===== src/rtl/pipes_pkg.sv =====
// Shared geometry, clamp bounds and FSM state type for the scrolling pipe field.
package pipes_pkg;

    localparam int CAP_H   = 33;
    localparam int CAP_W   = 90;
    localparam int BORDER  = 3;
    localparam int BODY_L  = 9;
    localparam int BODY_R  = 81;
    localparam int GAP_MIN = 40;

    typedef enum logic [1:0] {
        ST_IDLE,
        ST_RUN,
        ST_FROZEN
    } field_state_t;

endpackage


===== src/rtl/pipe_sprite_hit.sv =====
// Per-pipe pixel classifier: registers whether the raster pixel hits green or black
// parts of the top/bottom pipe pair located at pipe_x with opening top at pipe_gap.
module pipe_sprite_hit
    import pipes_pkg::*;
#(
    parameter int GAP      = 150,
    parameter int GROUND_Y = 428
) (
    input  logic        clk,
    input  logic        Reset,
    input  logic [15:0] pipe_x,
    input  logic [15:0] pipe_gap,
    input  logic [15:0] CounterX,
    input  logic [15:0] CounterY,
    output logic        green_p0,
    output logic        black_p0
);

    function automatic logic in_span(input logic [16:0] v, input logic [16:0] lo,
                                     input logic [16:0] hi);
        return (v >= lo) && (v <= hi);
    endfunction

    logic [16:0] px, py, x0, top_y, bot_y;
    logic        col_cap, col_cap_blk, col_body, col_body_blk;
    logic        top_body, top_cap, top_cap_blk;
    logic        bot_body, bot_cap, bot_cap_blk;
    logic        cap_in, cap_blk, body_in, body_blk;
    logic        green_any, black_any;

    // 17-bit arithmetic so pipe_x + offset never wraps near the right edge
    assign px    = {1'b0, CounterX};
    assign py    = {1'b0, CounterY};
    assign x0    = {1'b0, pipe_x};
    assign top_y = {1'b0, pipe_gap};
    assign bot_y = top_y + 17'(GAP);

    assign col_cap      = in_span(px, x0, x0 + 17'(CAP_W));
    assign col_cap_blk  = in_span(px, x0, x0 + 17'(BORDER)) |
                          in_span(px, x0 + 17'(CAP_W - BORDER), x0 + 17'(CAP_W));
    assign col_body     = in_span(px, x0 + 17'(BODY_L), x0 + 17'(BODY_R));
    assign col_body_blk = in_span(px, x0 + 17'(BODY_L), x0 + 17'(BODY_L + BORDER)) |
                          in_span(px, x0 + 17'(BODY_R - BORDER), x0 + 17'(BODY_R));

    assign top_body    = (py <= top_y);
    assign top_cap     = in_span(py, top_y, top_y + 17'(CAP_H));
    assign top_cap_blk = in_span(py, top_y, top_y + 17'(BORDER)) |
                         in_span(py, top_y + 17'(CAP_H - BORDER), top_y + 17'(CAP_H));

    // Bottom pipe mirrors the top one: cap on its upper edge, body down to the ground
    assign bot_body    = in_span(py, bot_y, 17'(GROUND_Y));
    assign bot_cap     = in_span(py, bot_y, bot_y + 17'(CAP_H));
    assign bot_cap_blk = in_span(py, bot_y, bot_y + 17'(BORDER)) |
                         in_span(py, bot_y + 17'(CAP_H - BORDER), bot_y + 17'(CAP_H));

    assign cap_in   = col_cap & (top_cap | bot_cap);
    assign cap_blk  = col_cap & ((top_cap & (top_cap_blk | col_cap_blk)) |
                                 (bot_cap & (bot_cap_blk | col_cap_blk)));
    assign body_in  = col_body & (top_body | bot_body);
    assign body_blk = body_in & col_body_blk;

    assign black_any = cap_blk | body_blk;
    assign green_any = (cap_in | body_in) & ~black_any;

    // Stage p0: registered hit flags
    always_ff @(posedge clk or posedge Reset) begin
        if (Reset) begin
            green_p0 <= 1'b0;
            black_p0 <= 1'b0;
        end else begin
            green_p0 <= green_any;
            black_p0 <= black_any;
        end
    end

endmodule


===== src/rtl/pipe_field.sv =====
// Scrolling pipe field: IDLE/RUN/FROZEN scroll control plus a 2-cycle colour mask path.
// Optional scoring (leading-pipe tracking and score_pulse) enabled by PIPE_FIELD_SCORE_EN.
module pipe_field
    import pipes_pkg::*;
#(
    parameter int NUM_PIPES = 2,
    parameter int SCREEN_W  = 640,
    parameter int SPACING   = 320,
    parameter int GAP       = 150,
    parameter int STEP      = 1,
    parameter int GROUND_Y  = 428,
    parameter int BIRD_X    = 160
) (
    input  logic        clk,
    input  logic        Reset,
    input  logic        tick,
    input  logic        Button,
    input  logic        Status,
    input  logic [15:0] CounterX,
    input  logic [15:0] CounterY,
    input  logic [15:0] PipesLong,
    output logic        R_Pipes_on,
    output logic        G_Pipes_on,
    output logic        B_Pipes_on,
    output logic        R_Pipes_off,
    output logic        G_Pipes_off,
    output logic        B_Pipes_off,
    output logic [15:0] PipesPosition,
    output logic [15:0] PipesGapY,
    output logic        score_pulse
);

`ifdef PIPE_FIELD_SCORE_EN
    localparam bit SCORE_EN = 1'b1;
`else
    localparam bit SCORE_EN = 1'b0;
`endif

    localparam int GAP_MAX  = GROUND_Y - GAP - CAP_H;
    localparam int WRAP_ADD = NUM_PIPES * SPACING - STEP;
    localparam int LEAD_W   = (NUM_PIPES > 1) ? $clog2(NUM_PIPES) : 1;

    function automatic logic [15:0] clamp_gap(input logic [15:0] len);
        if (len < 16'(GAP_MIN))
            return 16'(GAP_MIN);
        else if (len > 16'(GAP_MAX))
            return 16'(GAP_MAX);
        else
            return len;
    endfunction

    function automatic logic [15:0] spawn_x(input int idx);
        return 16'(SCREEN_W + idx * SPACING);
    endfunction

    field_state_t          state_q, state_d;
    logic [15:0]           x_q   [NUM_PIPES];
    logic [15:0]           gap_q [NUM_PIPES];
    logic [LEAD_W-1:0]     lead_q;
    logic [15:0]           lead_x, lead_gap;
    logic [16:0]           lead_right;
    logic                  enter_idle, run_tick;
    logic [NUM_PIPES-1:0]  green_p0, black_p0;
    logic                  green_any, black_any;

    always_ff @(posedge clk or posedge Reset) begin
        if (Reset)
            state_q <= ST_IDLE;
        else
            state_q <= state_d;
    end

    always_comb begin
        state_d = state_q;
        if (tick) begin
            case (state_q)
                ST_IDLE:   if (!Button)           state_d = ST_RUN;
                ST_RUN:    if (!Status)           state_d = ST_FROZEN;
                ST_FROZEN: if (!Button && Status) state_d = ST_IDLE;
                default:                          state_d = ST_IDLE;
            endcase
        end
    end

    assign enter_idle = tick && (state_q == ST_FROZEN) && (state_d == ST_IDLE);
    assign run_tick   = tick && (state_q == ST_RUN);

    // Wrapping pipe re-enters NUM_PIPES*SPACING further right, keeping spacing exact
    always_ff @(posedge clk or posedge Reset) begin
        if (Reset) begin
            for (int i = 0; i < NUM_PIPES; i++) begin
                x_q[i]   <= spawn_x(i);
                gap_q[i] <= 16'(GAP_MIN);
            end
        end else if (enter_idle) begin
            for (int i = 0; i < NUM_PIPES; i++) begin
                x_q[i]   <= spawn_x(i);
                gap_q[i] <= clamp_gap(PipesLong);
            end
        end else if (run_tick) begin
            for (int i = 0; i < NUM_PIPES; i++) begin
                if (x_q[i] < 16'(STEP)) begin
                    x_q[i]   <= x_q[i] + 16'(WRAP_ADD);
                    gap_q[i] <= clamp_gap(PipesLong);
                end else begin
                    x_q[i] <= x_q[i] - 16'(STEP);
                end
            end
        end
    end

    always_comb begin
        lead_x   = x_q[0];
        lead_gap = gap_q[0];
        for (int i = 1; i < NUM_PIPES; i++) begin
            if (lead_q == LEAD_W'(i)) begin
                lead_x   = x_q[i];
                lead_gap = gap_q[i];
            end
        end
    end

    assign lead_right = {1'b0, lead_x} + 17'(CAP_W);

    // Pass test uses the pre-scroll X of the tick that moves the pipe
    always_ff @(posedge clk or posedge Reset) begin
        if (Reset) begin
            lead_q      <= '0;
            score_pulse <= 1'b0;
        end else begin
            score_pulse <= 1'b0;
            if (enter_idle) begin
                lead_q <= '0;
            end else if (SCORE_EN && run_tick && (lead_right < 17'(BIRD_X))) begin
                score_pulse <= 1'b1;
                lead_q      <= (lead_q == LEAD_W'(NUM_PIPES - 1)) ? '0 : lead_q + LEAD_W'(1);
            end
        end
    end

    always_ff @(posedge clk or posedge Reset) begin
        if (Reset) begin
            PipesPosition <= 16'(SCREEN_W);
            PipesGapY     <= 16'(GAP_MIN);
        end else begin
            PipesPosition <= lead_x;
            PipesGapY     <= lead_gap;
        end
    end

    for (genvar g = 0; g < NUM_PIPES; g++) begin : g_sprite
        pipe_sprite_hit #(
            .GAP      (GAP),
            .GROUND_Y (GROUND_Y)
        ) u_hit (
            .clk      (clk),
            .Reset    (Reset),
            .pipe_x   (x_q[g]),
            .pipe_gap (gap_q[g]),
            .CounterX (CounterX),
            .CounterY (CounterY),
            .green_p0 (green_p0[g]),
            .black_p0 (black_p0[g])
        );
    end

    assign black_any = |black_p0;
    assign green_any = (|green_p0) & ~black_any;

    // Stage p1: merged colour masks, two cycles after the raster position
    always_ff @(posedge clk or posedge Reset) begin
        if (Reset) begin
            G_Pipes_on  <= 1'b0;
            G_Pipes_off <= 1'b0;
            R_Pipes_off <= 1'b0;
        end else begin
            G_Pipes_on  <= green_any;
            G_Pipes_off <= black_any;
            R_Pipes_off <= green_any | black_any;
        end
    end

    assign R_Pipes_on  = 1'b0;
    assign B_Pipes_on  = 1'b0;
    assign B_Pipes_off = R_Pipes_off;

endmodule


===== config.mk =====
export PLATFORM = sky130hd
export DESIGN_NAME = pipe_field
export DESIGN_NICKNAME = d
export VERILOG_FILES = /design/src/rtl/pipes_pkg.sv /design/src/rtl/pipe_sprite_hit.sv /design/src/rtl/pipe_field.sv
export SDC_FILE = /design/constraint.sdc
export NUM_CORES = 1
export LEC_CHECK = 0
export ABC_AREA = 1
export CAP_MARGIN = 10
export CORE_ASPECT_RATIO = 0.75
export CORE_MARGIN = 10
export CORE_UTILIZATION = 55
export DETAILED_ROUTE_END_ITERATION = 8
export DONT_BUFFER_PORTS = 1
export PLACE_DENSITY_LB_ADDON = 0.12
export SLEW_MARGIN = 20
export SYNTH_ARGS = -nofsm -noshare
export SYNTH_HDL_FRONTEND = slang
export SYNTH_SLANG_ARGS = --single-unit

===== constraint.sdc =====
create_clock -name clk -period 4.82 [get_ports clk]
set_clock_uncertainty 0.1 [all_clocks]
set_input_delay 0.482 -clock clk [delete_from_list [all_inputs] [get_ports clk]]
set_output_delay 0.482 -clock clk [all_outputs]
set_load 0.02 [all_outputs]

## Word level (Yosys, flattened, before mapping)

Cells that the tools add are included.

| storage, ports and cells | value |
|---|---|
| logic and storage cells | 183 |
| register bits | 105 |
| input port bits | 53 |

| cells by class | value |
|---|---|
| bitwise gates (word level) | 41 |
| add/subtract/negate cells | 32 |
| eq/ne operators | 2 |
| multiplexer cells | 15 |
| order comparisons | 39 |
| reductions and logical operators | 40 |

Operators with widths:

| operator | number |
|---|---|
| 16-bit by 17-bit less-or-equal comparator with 1-bit output | 16 |
| 16-bit by 17-bit >= comparator with 1-bit output | 12 |
| 16-bit by 7-bit adder with 17-bit output, second input constant | 8 |
| 32-bit two-way mux | 4 |
| 16-bit two-way mux | 6 |
| 16-bit by 2-bit adder with 17-bit output, second input constant | 4 |
| 16-bit by 4-bit adder with 17-bit output, second input constant | 4 |
| 16-bit >= comparator | 4 |
| 16-bit by 5-bit adder with 17-bit output, second input constant | 2 |
| 16-bit by 6-bit adder with 17-bit output, second input constant | 2 |
| 16-bit by 8-bit adder with 17-bit output, second input constant | 2 |
| 17-bit by 2-bit adder with 17-bit output, second input constant | 2 |
| 17-bit by 5-bit adder with 17-bit output, second input constant | 2 |
| 17-bit by 6-bit adder with 17-bit output, second input constant | 2 |
| 16-bit by 10-bit adder with 16-bit output, second input constant | 2 |
| 16-bit less-or-equal comparator | 2 |
| 16-bit by 1-bit < comparator with 1-bit output, second input constant | 2 |
| 16-bit by 1-bit subtractor with 16-bit output, second input constant | 2 |
| 1-bit logical AND | 30 |
| 1-bit bitwise OR | 23 |
| 16-bit by 8-bit > comparator with 1-bit output, second input constant | 1 |
| 16-bit by 9-bit less-or-equal comparator with 1-bit output, second input constant | 1 |
| 16-bit by 6-bit < comparator with 1-bit output, second input constant | 1 |
| 1-bit bitwise AND | 15 |
| other kinds (10) | 20 |

## Longest topological paths before layout

Gate-level depths: netlist of run 1.

| logic depth | value |
|---|---|
| word-level depth | 12 |
| gate-level depth with buffers | 34 |
| gate-level depth less buffers | 34 |

## Hierarchy

A second synthesis of run 1 with hierarchy kept.

| unflattened totals | value |
|---|---|
| cell total of the unflattened synthesis | 3522 |
| area, all modules | 23909.2 µm² |

By module, submodules not included:

| module | instances | sequential area each (µm²) | area an instance (µm²) | cells each |
|---|---|---|---|---|
| pipe_sprite_hit at g_sprite[0].u_hit | 1 | 50.0 | 9769.4 | 1495 |
| pipe_sprite_hit at g_sprite[1].u_hit | 1 | 50.0 | 9703.1 | 1512 |
| pipe_field | 1 | 2544.9 | 4436.8 | 515 |

## Worst setup path after synthesis of run 1

Ideal clock, no wire load.

| path | value |
|---|---|
| path kind | flip-flop to flip-flop |
| from | register gap_q[17] (netlist name) |
| to | register g_sprite[0].u_hit.green_p0 |
| slack | 1.062 ns |
| stages on the path, launching flop included | 25 |
| data required time | 4.601 ns |
| arrival time | 3.539 ns |
| library setup time | 0.119 ns |
| path through | dfrtp_1 -> inv_1 -> ha_1 -> inv_1 -> nand2_2 -> nand2_2 -> xor2_2 -> inv_2 -> nor4_2 -> nand3_1 -> nor2_1 -> nand2_1 -> xor2_1 -> ha_1 -> nand2_1 -> nor4_1 -> nand4_1 -> nor3_1 -> nand3_1 -> nand3_1 -> nand2_1 -> nand2_1 -> nand2_1 -> nand3_1 -> nor2_1 |

| on the way | value |
|---|---|
| cells in the longest elaborated chain, start to end | 12 |
| elaborated cells on any way between the ends | 40 |
| classes of those cells | add/sub: 7; order compare: 9; bitwise: 17; reduce/logical: 7 |

Ends and longest elaborated chain:

| element | RTL line | source |
|---|---|---|
| start, declared | pipe_field.sv:58 | `logic [15:0] gap_q [NUM_PIPES];` |
| start signal, assigned by index | pipe_field.sv:93 | `gap_q[i] <= 16'(GAP_MIN);` |
| start signal, assigned by index | pipe_field.sv:98 | `gap_q[i] <= clamp_gap(PipesLong);` |
| start signal, assigned by index | pipe_field.sv:104 | `gap_q[i] <= clamp_gap(PipesLong);` |
| 16-bit by 8-bit adder with 17-bit output | pipe_sprite_hit.sv:36 | `assign bot_y = top_y + 17'(GAP);` |
| 17-bit by 2-bit adder with 17-bit output, or another cell as far along | pipe_sprite_hit.sv:53 | `assign bot_cap_blk = in_span(py, bot_y, bot_y + 17'(BORDER)) \|` |
| 16-bit by 17-bit less-or-equal comparator with 1-bit output or 16-bit by 17-bit >= comparator with 1-bit output (tied branches) | pipe_sprite_hit.sv:21 | `return (v >= lo) && (v <= hi);` |
| 1-bit logical AND | pipe_sprite_hit.sv:21 |  |
| 1-bit bitwise OR | pipe_sprite_hit.sv:53 |  |
| 1-bit bitwise OR | pipe_sprite_hit.sv:58 | `(bot_cap & (bot_cap_blk \| col_cap_blk)));` |
| 1-bit bitwise AND | pipe_sprite_hit.sv:58 |  |
| 1-bit bitwise OR | pipe_sprite_hit.sv:57 | `assign cap_blk = col_cap & ((top_cap & (top_cap_blk \| col_cap_blk)) \|` |
| 1-bit bitwise AND | pipe_sprite_hit.sv:57 |  |
| 1-bit bitwise OR * | pipe_sprite_hit.sv:62 | `assign black_any = cap_blk \| body_blk;` |
| named net g_sprite[0].u_hit.black_any | pipe_sprite_hit.sv:29 | `logic green_any, black_any;` |
| 1-bit inverter * | pipe_sprite_hit.sv:63 | `assign green_any = (cap_in \| body_in) & ~black_any;` |
| 1-bit bitwise AND * | pipe_sprite_hit.sv:63 |  |
| named net g_sprite[0].u_hit.green_any | pipe_sprite_hit.sv:29 |  |
| end signal, assigned | pipe_sprite_hit.sv:71 | `green_p0 <= green_any;` |
| end, declared | pipe_sprite_hit.sv:15 | `output logic green_p0,` |

The timed path passes the listed nets; every way through them passes the cells marked *.
A chain may end at the register's enable or synchronous reset.

## Worst setup path in the final report of run 1

| path | value |
|---|---|
| from | register gap_q[1] (netlist name) |
| to | register g_sprite[1].u_hit.green_p0 |

| on the way | value |
|---|---|
| cells in the longest elaborated chain, start to end | 12 |
| elaborated cells on any way between the ends | 40 |
| classes of those cells | add/sub: 7; order compare: 9; bitwise: 17; reduce/logical: 7 |

Ends and longest elaborated chain:

| element | RTL line |
|---|---|
| 16-bit by 8-bit adder with 17-bit output | pipe_sprite_hit.sv:36 |
| 17-bit by 2-bit adder with 17-bit output, or another cell as far along | pipe_sprite_hit.sv:53 |
| 16-bit by 17-bit less-or-equal comparator with 1-bit output or 16-bit by 17-bit >= comparator with 1-bit output (tied branches) | pipe_sprite_hit.sv:21 |
| 1-bit logical AND | pipe_sprite_hit.sv:21 |
| 1-bit bitwise OR | pipe_sprite_hit.sv:53 |
| 1-bit bitwise OR | pipe_sprite_hit.sv:58 |
| 1-bit bitwise AND | pipe_sprite_hit.sv:58 |
| 1-bit bitwise OR | pipe_sprite_hit.sv:57 |
| 1-bit bitwise AND | pipe_sprite_hit.sv:57 |
| 1-bit bitwise OR * | pipe_sprite_hit.sv:62 |
| named net g_sprite[1].u_hit.black_any | pipe_sprite_hit.sv:29 |
| 1-bit inverter * | pipe_sprite_hit.sv:63 |
| 1-bit bitwise AND * | pipe_sprite_hit.sv:63 |
| named net g_sprite[1].u_hit.green_any | pipe_sprite_hit.sv:29 |
| end signal, assigned | pipe_sprite_hit.sv:71 |
| end, declared | pipe_sprite_hit.sv:15 |

Marks and branches as above.

==> results of run 1 <==
-- routing by layer --
layer  vias up  track usage [%]  share of wire, %
li1      11400                -                 -
met1     11200             45.1                45
met2      1318             48.8                41
met3       162             7.66                12
met4         0             8.78               2.5
met5         -                0                 0
-- worst paths after layout --
check / startpoint / endpoint / slack [ns] / cells past startpoint
max: gap_q[1]$_DFFE_PP0P_ / g_sprite[1].u_hit.green_p0$_DFF_PP0_ / 0.45 / 28
min: Reset / PipesPosition[14]$_DFF_PP0_ / -0.02 / 1
max reg2reg: gap_q[1]$_DFFE_PP0P_ / g_sprite[1].u_hit.green_p0$_DFF_PP0_ / 0.45 / 28
min reg2reg: gap_q[21]$_DFFE_PP1P_ / PipesGapY[5]$_DFF_PP1_ / 0.39 / 0
max in group asynchronous: Reset / x_q[25]$_DFFE_PP1P_ / 3.68 / 2
min in group clk: tick / state_q[1]$_DFF_PP0_ / 0.08 / 1
-- kinds of logic after synthesis --
group                      share of synthesized area, %
AOI/OAI and AO/OA                                  11.4
xor gates and xnor gates                           12.3
buffers and inverters                              6.66
DFF                                                11.5
adders and majority gates                          28.0
and+or+nand+nor                                    30.1
other                                            0.0163
-- power by group --
part           switching [mW]  internal (mW)  total (mW)
Combinational            8.46           4.66        13.1
Sequential              0.949           1.29        2.24
Clock                   0.440          0.372       0.812
Total                    9.85           6.33        16.2
-- state kept, by name, indices dropped and copies added (netlist names) --
signal and cells:
B_Pipes_off 1, G_Pipes_off 1, G_Pipes_on 1, PipesGapY 16
PipesPosition 16, g_sprite.u_hit.black_p0 2, g_sprite.u_hit.green_p0 2, gap_q 32
state_q 2, x_q 32
-- cells in the final DEF, fill, tap and decap left out, types with 77 or more instances in the layout --
cell and count:
nand2_1 711, ha_1 514, nor2_1 343, xor2_1 295
inv_1 271, a21oi_1 244, nand3_1 159, nand4_1 149
o21ai_0 132, dfrtp_1 89, nor3_1 77
-- through the flow --
stage / cell area, µm² / util, % / instances / worst slack (ns) / total power [mW]
after floorplan: 23000 / - / 3345 / 1.06 / 11.4
after global placement: 23600 / 57.5 / 3872 / 0.610 / 14.5
after detailed placement: 23600 / 57.5 / 3872 / 0.439 / 14.9
after global routing: 23900 / 58.2 / 3888 / 0.0320 / 17.7
after CTS: 23900 / 58.2 / 3888 / 0.420 / 15.8
final: 23900 / 58.2 / 3888 / 0.447 / 16.2
-- worst max-delay path: cells and delay by family, from the launching register on --
family / cells / cell delay (ns)
and+or+nand+nor: 21 / 2.48
adders and majority gates: 2 / 0.57
DFF: 1 / 0.47
buffers and inverters: 3 / 0.31
AOI/OAI and AO/OA: 2 / 0.31
-- final cells by class --
class	instances	area [µm²]	area share, %
flip-flops and latches	105	2650	11.1
well taps	561	702	2.94
multi-input cells	2866	18800	78.8
repair buffers	28	210	0.880
clock inverters	7	76.3	0.320
clock buffers	9	225	0.943
inverters	312	1210	5.06
==> out/qor.yml, run 1 <==
outcome:
  status: "complete, but fails checks"
  violations: "negative hold slack"
clock_tree:
  cts-htree-levels: 3
  insertion_delay_ns: 0.40
  cts_sinks: 105
  clk_pin_slew_ns: 0.10
  postCtsResizedCells: 0
  ctsHoldBuffers: 0
  cts-root-buf: "clkbuf_16"
  cts_buffers: 9
  clockBufferDepth: 2
  cts_tree: "done"
  postCtsSetupBuffers: 0
logic_synthesis:
  synthCells: 3343
  seq_area_frac_synth_pct: 11.5
  synthTopCellsByArea: "ha_1, nand2_1, xor2_1"
  ys_ff_latch: 105
  synth_flop_cell: "dfrtp_1"
  yosysMostFrequentCell: "nand2_1"
  synth_area_leader_cell: "ha_1"
  netlist.area_leader.share_pct: 28.0
  synth_area_um2: 23000
  ys_types: 59
  ys_top_cells_by_count: "nand2_1, ha_1, nor2_1"
  synth_edf_count: 0
  ys_warn_count: 0
  syn_avg_cell_area_um2: 6.87
  async_flop_share_pct: 100
floorplan:
  fp.dieW_um: 256
  initial_utilization_pct: 56.0
  rows: 64
  coreArea_um2: 41000
  die_h_um: 197
  ios: 92
  die_area_um2: 50400
timing:
  hold_viol: 13
  tightest_slew_ns: 0.860
  fin_crit_ns: 4.37
  rsz0062_at_grt: "no"
  fin_setup_tns_ns: 0
  holdWs_ns: -0.0227
  max_freq_ghz: 0.229
  setup_viol: 0
  finalCritPeriodShare_pct: 90.7
  finalMaxSlewViolations: 0
  slew-limit-headroom_pct: 42.0
detailed_routing:
  num_vias: 24100
  wl_per_cell_um: 21.7
  drt-initial-drc-count: 2730
  routed_wl_um: 84500
  viasPerCell: 6.21
  drc: 0
  postRouteAntennaNets: 0
  dr.pass1.iters: 6
global_route:
  overflow: 0
  grt_max_degree: 81
  antenna_found_initial: 2
  first_global_vias: 23000
  grt_usage_pct: 32.3
  grt_first_pass_wirelength_um: 130000
final_layout:
  layout-drive-gt1-share_pct: 4.21
  diodes: 0
  nets: 3889
  area_growth_pct: 3.97
  fill_cells: 4045
placement:
  place_congestion: 1.03
  dp_hpwl_um: 67000
  port_buffers: 0
worst_setup_path:
  critPathKind: "reg -> reg"
  arrival_ns: 4.55
  endpoint_kind: "flip-flop"
  required_ns: 5.00
  critPathMaxFanout: 9
  cp_common_cell: "nand2_1"
  slowest_stage: "dfrtp_2"
  startpoint_type: "flip-flop"
  max_stage_delay_ns: 0.47
pwr:
  p_per_area_nw_per_um2: 678
  leakagePower_nw: 11.4
  vdd_drop_max_v: 0.000317
flow_run:
  maxCapViolCount: 0
hold_path:
  min_path_type: "in -> async"
Power figures use the tool's default switching activity.
==> inputs of run 2 (changes only) <==
==> constraint.sdc (replaced) <==
create_clock -name clk -period 4.15 [get_ports clk]
set_clock_uncertainty 0.1 [all_clocks]
set_input_delay 0.415 -clock clk [delete_from_list [all_inputs] [get_ports clk]]
set_output_delay 0.415 -clock clk [all_outputs]
set_load 0.02 [all_outputs]
==> run 2 against run 1 <==
Compared with the run above:
- the flow still finishes with violations (negative hold slack)
- setup slack got worse by 0.31 ns
- core utilization increased by 2.1 points
- count of clock-buffer cells in the layout increased by 3
- sequential share of layout area decreased by 0.40 points
- via count increased by 2.2%
- combinational power increased by 24%
- die area unchanged
- critical path depth decreased by 14
- largest cell class unchanged
- fmax increased by 9.1%
==> out/qor.yml, run 2 (same netlist as run 1, synthesis figures left out) <==
outcome:
  status: "complete, but fails checks"  # unchanged
  violations: "negative hold slack"  # unchanged
clock_tree:
  clk_pin_slew_ns: 0.08  # was 0.10 ns
  insertion_delay_ns: 0.39  # was 0.40 ns
  cts-htree-levels: 3  # unchanged
  clockBufferDepth: 2  # unchanged
  cts-root-buf: "clkbuf_16"  # unchanged
  cts_tree: "done"  # unchanged
  ctsHoldBuffers: 0  # unchanged
  cts_sinks: 105  # unchanged
  cts_buffers: 9  # unchanged
worst_setup_path:
  critPathMaxFanout: 9  # unchanged
  cp_common_cell: "nand2_1"  # unchanged
  worstRegToRegCells: 14  # was 28
  critPathKind: "reg -> reg"  # unchanged
  max_stage_delay_ns: 0.70  # was 0.47 ns
  required_ns: 4.32  # was 5.00 ns
  arrival_ns: 4.18  # was 4.55 ns
  endpoint_kind: "flip-flop"  # unchanged
  startpoint_type: "flip-flop"  # unchanged
  slowest_stage: "dfstp_2"  # was dfrtp_2
  cp_cell_sequence: "inv_2, nor2_1, nand2_1, o21ai_0, nand2_1, xor2_1, ha_1, nand4_1, or4_1, nand2_1, and2_1, nand3_1, nand3_1, nor2_1"
final_layout:
  layout-drive-gt1-share_pct: 7.92  # was 4.21%
  area_growth_pct: 7.77  # was 3.97%
  fin_area_um2: 24800  # was 23,900 µm²
  stdcell_count: 3970  # was 3,888
  nets: 3971  # was 3,889
  largestRegisters: "gap_q (32), x_q (32)"  # unchanged
  final_common_cell: "nand2_1"  # unchanged
  diodes: 0  # unchanged
  final_cell_mix: "nand2_1, ha_1, nor2_1"  # unchanged
flow_run:
  maxCapViolCount: 0  # unchanged
pwr:
  p_per_area_nw_per_um2: 802  # was 678 nW/µm²
  leakagePower_nw: 11.9  # was 11.4 nW
  vdd_drop_max_v: 0.000347  # was 0.000317 V
placement:
  place_inst: 3937  # was 3,872
  dp_hpwl_um: 68700  # was 67,000 µm
  place_congestion: 1.04  # was 1.03
  placed_area_um2: 24100  # was 23,600 µm²
  port_buffers: 0  # unchanged
floorplan:
  coreArea_um2: 41000  # unchanged
  fp.dieW_um: 256  # unchanged
  die_area_um2: 50400  # unchanged
  rows: 64  # unchanged
  die_h_um: 197  # unchanged
  initial_utilization_pct: 56.0  # unchanged
  ios: 92  # unchanged
global_route:
  grt_first_pass_wirelength_um: 131000  # was 130,000 µm
  antenna_found_initial: 0  # was 2
  grt_max_degree: 65  # was 81
  first_global_vias: 23100  # was 23,000
  overflow: 0  # unchanged
  grt_usage_pct: 32.8  # was 32.3%
detailed_routing:
  num_vias: 24700  # was 24,100
  wl_per_cell_um: 21.8  # was 21.7 µm
  routed_wl_um: 86700  # was 84,500 µm
  viasPerCell: 6.21  # about the same
  drc: 0  # unchanged
  drt-initial-drc-count: 2739  # was 2,730
  postRouteAntennaNets: 0  # unchanged
  dr.pass1.iters: 6  # unchanged
timing:
  slew-limit-headroom_pct: 35.6  # was 42.0%
  tightest_slew_ns: 0.957  # was 0.860 ns
  setup_viol: 0  # unchanged
  max_freq_ghz: 0.249  # was 0.229 GHz
  finalMaxSlewViolations: 0  # unchanged
  finalCritPeriodShare_pct: 96.6  # was 90.7%
  holdWs_ns: -0.00118  # was -0.0227 ns
  hold_viol: 2  # was 13
  fin_crit_ns: 4.01  # was 4.37 ns
hold_path:
  min_path_type: "in -> async"  # unchanged
==> run 2: cell count changes in the layout (fill, tap and decap cells not counted), moves of 3 or more <==
cell / before / now
inv_2: 24 / 29
nand3_1: 159 / 156
nor2_1: 343 / 326
inv_1: 271 / 265
buf_4: 28 / 110
inv_8: 3 / 0
nor3_1: 77 / 72
bufinv_16: 1 / 4
nor3_2: 3 / 8
nor2_2: 2 / 19
nand2_2: 20 / 31
nand2_1: 711 / 699
==> run 2: worst paths after layout <==
check,startpoint,endpoint,slack [ns]
worst max-delay path,x_q[23]$_DFFE_PP1P_,g_sprite[0].u_hit.green_p0$_DFF_PP0_,0.14
worst min-delay path,Reset,PipesPosition[15]$_DFF_PP0_,-0.001
worst max register to register,x_q[23]$_DFFE_PP1P_,g_sprite[0].u_hit.green_p0$_DFF_PP0_,0.14
worst min register to register,x_q[19]$_DFFE_PP0P_,PipesPosition[3]$_DFF_PP0_,0.39
max in group asynchronous,Reset,PipesGapY[3]$_DFF_PP1_,3.03
min in group clk,tick,state_q[0]$_DFF_PP0_,0.03
==> run 2: per-stage QoR <==
stage	utilization [%]	worst slack (ns)	TNS [ns]	hold slack [ns]	total power, mW
floorplan	-	0.392	0	0.249	13.3
global placement	58.7	-0.0510	-0.0510	0.309	17.4
detailed placement	58.7	-0.117	-0.134	0.322	17.8
CTS	59.5	0.0141	0	0.0234	19.0
global route	60.4	-0.0357	-0.0423	0.0277	21.7
finish	60.4	0.141	0	-0.00118	19.8
==> run 2: worst max-delay path: cells and delay by family, from the launching register on <==
family / cells / cell delay (ns)
flip-flops: 1 / 0.70
XOR/XNOR: 1 / 0.19
buffers and inverters: 1 / 0.22
adder cells (fa/ha/maj): 1 / 0.32
AO/OA/AOI/OAI: 1 / 0.57
AND/OR/NAND/NOR: 10 / 1.80
==> run 2: area by class of cell <==
type,instances,area [µm²]
multi-input combinational,2866,19000
fill,3954,16200
sequential,105,2650
clock inverter,4,98.8
inverter,312,1210
timing repair buffer,110,826
clock buffer,12,246
tap,561,702
==> run 2: where the power goes <==
group | total [mW] | switching, mW | internal, mW
Sequential | 2.45 | 0.949 | 1.51
Clock | 1.07 | 0.462 | 0.611
Combinational | 16.3 | 10.4 | 5.93
Total | 19.8 | 11.8 | 8.04
==> run 2: repair_timing <==
| action | in CTS | in global routing |
|---|---|---|
| gates resized for setup | 1 | 60 |
| gates cloned | 0 | 0 |
| endpoints found under the hold margin | 0 | 0 |
| buffers inserted | 0 | 17 |
| setup endpoints to repair | 2 | 4 |
| pin swaps | 0 | 13 |
==> run 2: routing by layer <==
| layer | track usage, % | share of wire, % | vias to the layer above |
|---|---|---|---|
| met3 | 7.00 | 12 | 157 |
| met4 | 8.21 | 2.3 | 0 |
| met2 | 48.9 | 41 | 1381 |
| met5 | 0 | 0 | - |
| li1 | - | - | 11600 |
| met1 | 46.9 | 45 | 11600 |
==> inputs of run 3 (changes only) <==
--- a/config.mk
+++ b/config.mk
@@ -7,9 +7,11 @@
 export LEC_CHECK = 0
 export ABC_AREA = 1
 export CAP_MARGIN = 10
+export CELL_PAD_IN_SITES_DETAIL_PLACEMENT = 1
+export CELL_PAD_IN_SITES_GLOBAL_PLACEMENT = 2
 export CORE_ASPECT_RATIO = 0.75
 export CORE_MARGIN = 10
-export CORE_UTILIZATION = 55
+export CORE_UTILIZATION = 38
 export DETAILED_ROUTE_END_ITERATION = 8
 export DONT_BUFFER_PORTS = 1
 export PLACE_DENSITY_LB_ADDON = 0.12
==> run 3 against run 2 <==
Compared with the run above:
- the flow now finishes without violations
- register-to-register slack got worse by 0.04 ns
- power increased by 4.9%
- core utilization down 18 points
- first-iteration DRC count fell by 38%
- global-route usage fell by 4.8 points
- routed wire length up 19%
- hold slack gained 0.099 ns
- final area rose by 2.7%
- sequential cell count stayed put
- count of clock-buffer cells in the layout is 2 lower
- largest power group unchanged
==> out/qor.yml, run 3 (same netlist as run 1, synthesis figures left out) <==
outcome:
  status: "complete, no violations"  # was complete, but fails checks
detailed_routing:
  routed_wl_um: 103000  # was 86,700 µm
  dr.pass1.iters: 7  # was 6
  num_vias: 24700  # about the same
  drt-initial-drc-count: 1709  # was 2,739
  viasPerCell: 5.84  # was 6.21
  wl_per_cell_um: 24.3  # was 21.8 µm
  drc: 0  # unchanged
  postRouteAntennaNets: 0  # unchanged
timing:
  tightest_slew_ns: 0.952  # was 0.957 ns
  max_freq_ghz: 0.247  # was 0.249 GHz
  finalMaxSlewViolations: 0  # unchanged
  finalCritPeriodShare_pct: 97.6  # was 96.6%
  hold_viol: 0  # was 2
  setup_viol: 0  # unchanged
  fin_ws_ns: 0.100  # was 0.141 ns
  fin_crit_ns: 4.05  # was 4.01 ns
  slew-limit-headroom_pct: 36.0  # was 35.6%
  holdWs_ns: 0.0977  # was -0.00118 ns
worst_setup_path:
  endpoint_kind: "flip-flop"  # unchanged
  critPathKind: "reg -> reg"  # unchanged
  startpoint_type: "flip-flop"  # unchanged
  required_ns: 4.35  # was 4.32 ns
  critPathMaxFanout: 6  # was 9
  rrSetupSlack_ns: 0.10  # was 0.14 ns
  arrival_ns: 4.25  # was 4.18 ns
final_layout:
  nets: 4006  # was 3,971
  final_cell_mix: "nand2_1, ha_1, nor2_1"  # unchanged
  seq_area_um2: 2650  # about the same
  fill_cells: 7695  # was 3,954
  multiInputGateArea_um2: 19200  # was 19,000 µm²
  largestRegisters: "gap_q (32), x_q (32)"  # unchanged
  layout-drive-gt1-share_pct: 9.76  # was 7.92%
  final_common_cell: "nand2_1"  # unchanged
  area_growth_pct: 10.7  # was 7.77%
clock_tree:
  cts-root-buf: "clkbuf_16"  # unchanged
  clockBufferDepth: 2  # unchanged
  insertion_delay_ns: 0.41  # was 0.39 ns
  cts_buffers: 9  # unchanged
  cts_tree: "done"  # unchanged
  cts_sinks: 105  # unchanged
  clk_pin_slew_ns: 0.09  # was 0.08 ns
  cts-htree-levels: 3  # unchanged
global_route:
  grt_max_degree: 85  # was 65
  overflow: 0  # unchanged
  grt_usage_pct: 27.9  # was 32.8%
  antenna_found_initial: 6  # was 0
  first_global_vias: 25500  # was 23,100
  grt_first_pass_wirelength_um: 154000  # was 131,000 µm
pwr:
  p_per_area_nw_per_um2: 819  # was 802 nW/µm²
  leakagePower_nw: 12.1  # was 11.9 nW
  vdd_drop_max_v: 0.000335  # was 0.000347 V
floorplan:
  ios: 92  # unchanged
  coreArea_um2: 59300  # was 41,000 µm²
  die_area_um2: 70800  # was 50,400 µm²
  fp.dieW_um: 304  # was 256 µm
  rows: 77  # was 64
  die_h_um: 233  # was 197 µm
  initial_utilization_pct: 38.7  # was 56.0%
flow_run:
  maxCapViolCount: 0  # unchanged
placement:
  place_congestion: 0.922  # was 1.04
  dp_hpwl_um: 83100  # was 68,700 µm
  port_buffers: 0  # unchanged
  dp_slack_ns: -0.178  # was -0.117 ns
hold_path:
  min_path_type: "in -> reg"  # was in -> async
==> run 3: changes by cell type in the layout (fill, tap and decap cells not counted), moves of 4 or more <==
cell     before  now
nand2_4       6   13
nand2_2      31   37
a21oi_1     244  240
buf_4       110  143
nand2_1     699  686
a21oi_2       0    4
nor3_4        2    7
nor2_1      326  321
==> run 3: metrics by stage <==
step | utilization, % | setup TNS (ns) | instances | area [µm²] | total power, mW
finish | 42.8 | 0 | 4237 | 25400 | 20.8
detailed placement | 41.5 | -0.313 | 4202 | 24600 | 18.9
global route | 42.8 | -0.0927 | 4235 | 25400 | 22.7
global placement | 41.5 | -0.0573 | 4202 | 24600 | 18.2
CTS | 42.1 | 0 | 4222 | 25000 | 20.0
floorplan | - | 0 | 3345 | 23000 | 13.3
==> run 3: area by class of cell <==
| type | instances | area share (%) |
|---|---|---|
| repair buffers | 145 | 4.30 |
| clock inverters | 6 | 0.221 |
| diodes | 3 | 0.0295 |
| well taps | 790 | 3.89 |
| multi-input cells | 2866 | 75.5 |
| flip-flops and latches | 105 | 10.4 |
| clock buffers | 10 | 0.901 |
| inverters | 312 | 4.75 |
==> run 3: metal layers <==
| metal | up-vias | wire, µm | GRT usage [%] |
|---|---|---|---|
| li1 | 11600 | - | - |
| met1 | 12200 | 49600 | 39.3 |
| met2 | 747 | 43500 | 42.6 |
| met3 | 139 | 7790 | 6.00 |
| met4 | 6 | 2250 | 6.69 |
| met5 | - | 37 | 0 |
==> run 3: path summary, 6_finish.rpt <==
path                                        from                                   end  depth (start not counted)
min in group asynchronous                  Reset                PipesGapY[4]$_DFF_PP0_                          2
hold reg to reg              x_q[23]$_DFFE_PP1P_            PipesPosition[7]$_DFF_PP1_                          0
setup / recovery           gap_q[19]$_DFFE_PP1P_  g_sprite[0].u_hit.green_p0$_DFF_PP0_                         24
setup reg to reg           gap_q[19]$_DFFE_PP1P_  g_sprite[0].u_hit.green_p0$_DFF_PP0_                         24
max in group asynchronous                  Reset                PipesGapY[5]$_DFF_PP1_                          3
hold / removal                              tick                  state_q[0]$_DFF_PP0_                          2
==> run 3: critical path, cell delays in order, from the launching register on <==
cell	delay (ns)
dfstp_2	0.60
ha_1	0.19
nand2_2	0.10
nand2_1	0.09
nand2_1	0.04
and2_1	0.22
buf_4	0.19
nand3_1	0.11
nand3_1	0.26
nor2_2	0.26
nand2_1	0.09
xor2_1	0.16
ha_1	0.28
nand2_1	0.09
nor4_1	0.31
a31o_2	0.20
inv_1	0.03
nand2_1	0.08
nand3_1	0.09
nand3_1	0.13
nand2_1	0.07
nand2_1	0.06
nand2_1	0.05
nand3_1	0.10
nor2_1	0.05
==> run 3: what timing repair did <==
item / CTS / global route
buffers inserted: 2 / 12
endpoints found under the hold margin: 26 / 0
setup endpoints to repair: 3 / 4
hold buffers: 2 / 0
resized for setup: 7 / 101
pin swaps: 1 / 16
==> run 3: report_power, final <==
| group | leakage [nW] | switching, mW | internal, mW |
|---|---|---|---|
| sequential | 1.27 | 0.860 | 1.51 |
| combinational | 10.7 | 11.3 | 6.23 |
| clock | 0.138 | 0.528 | 0.424 |
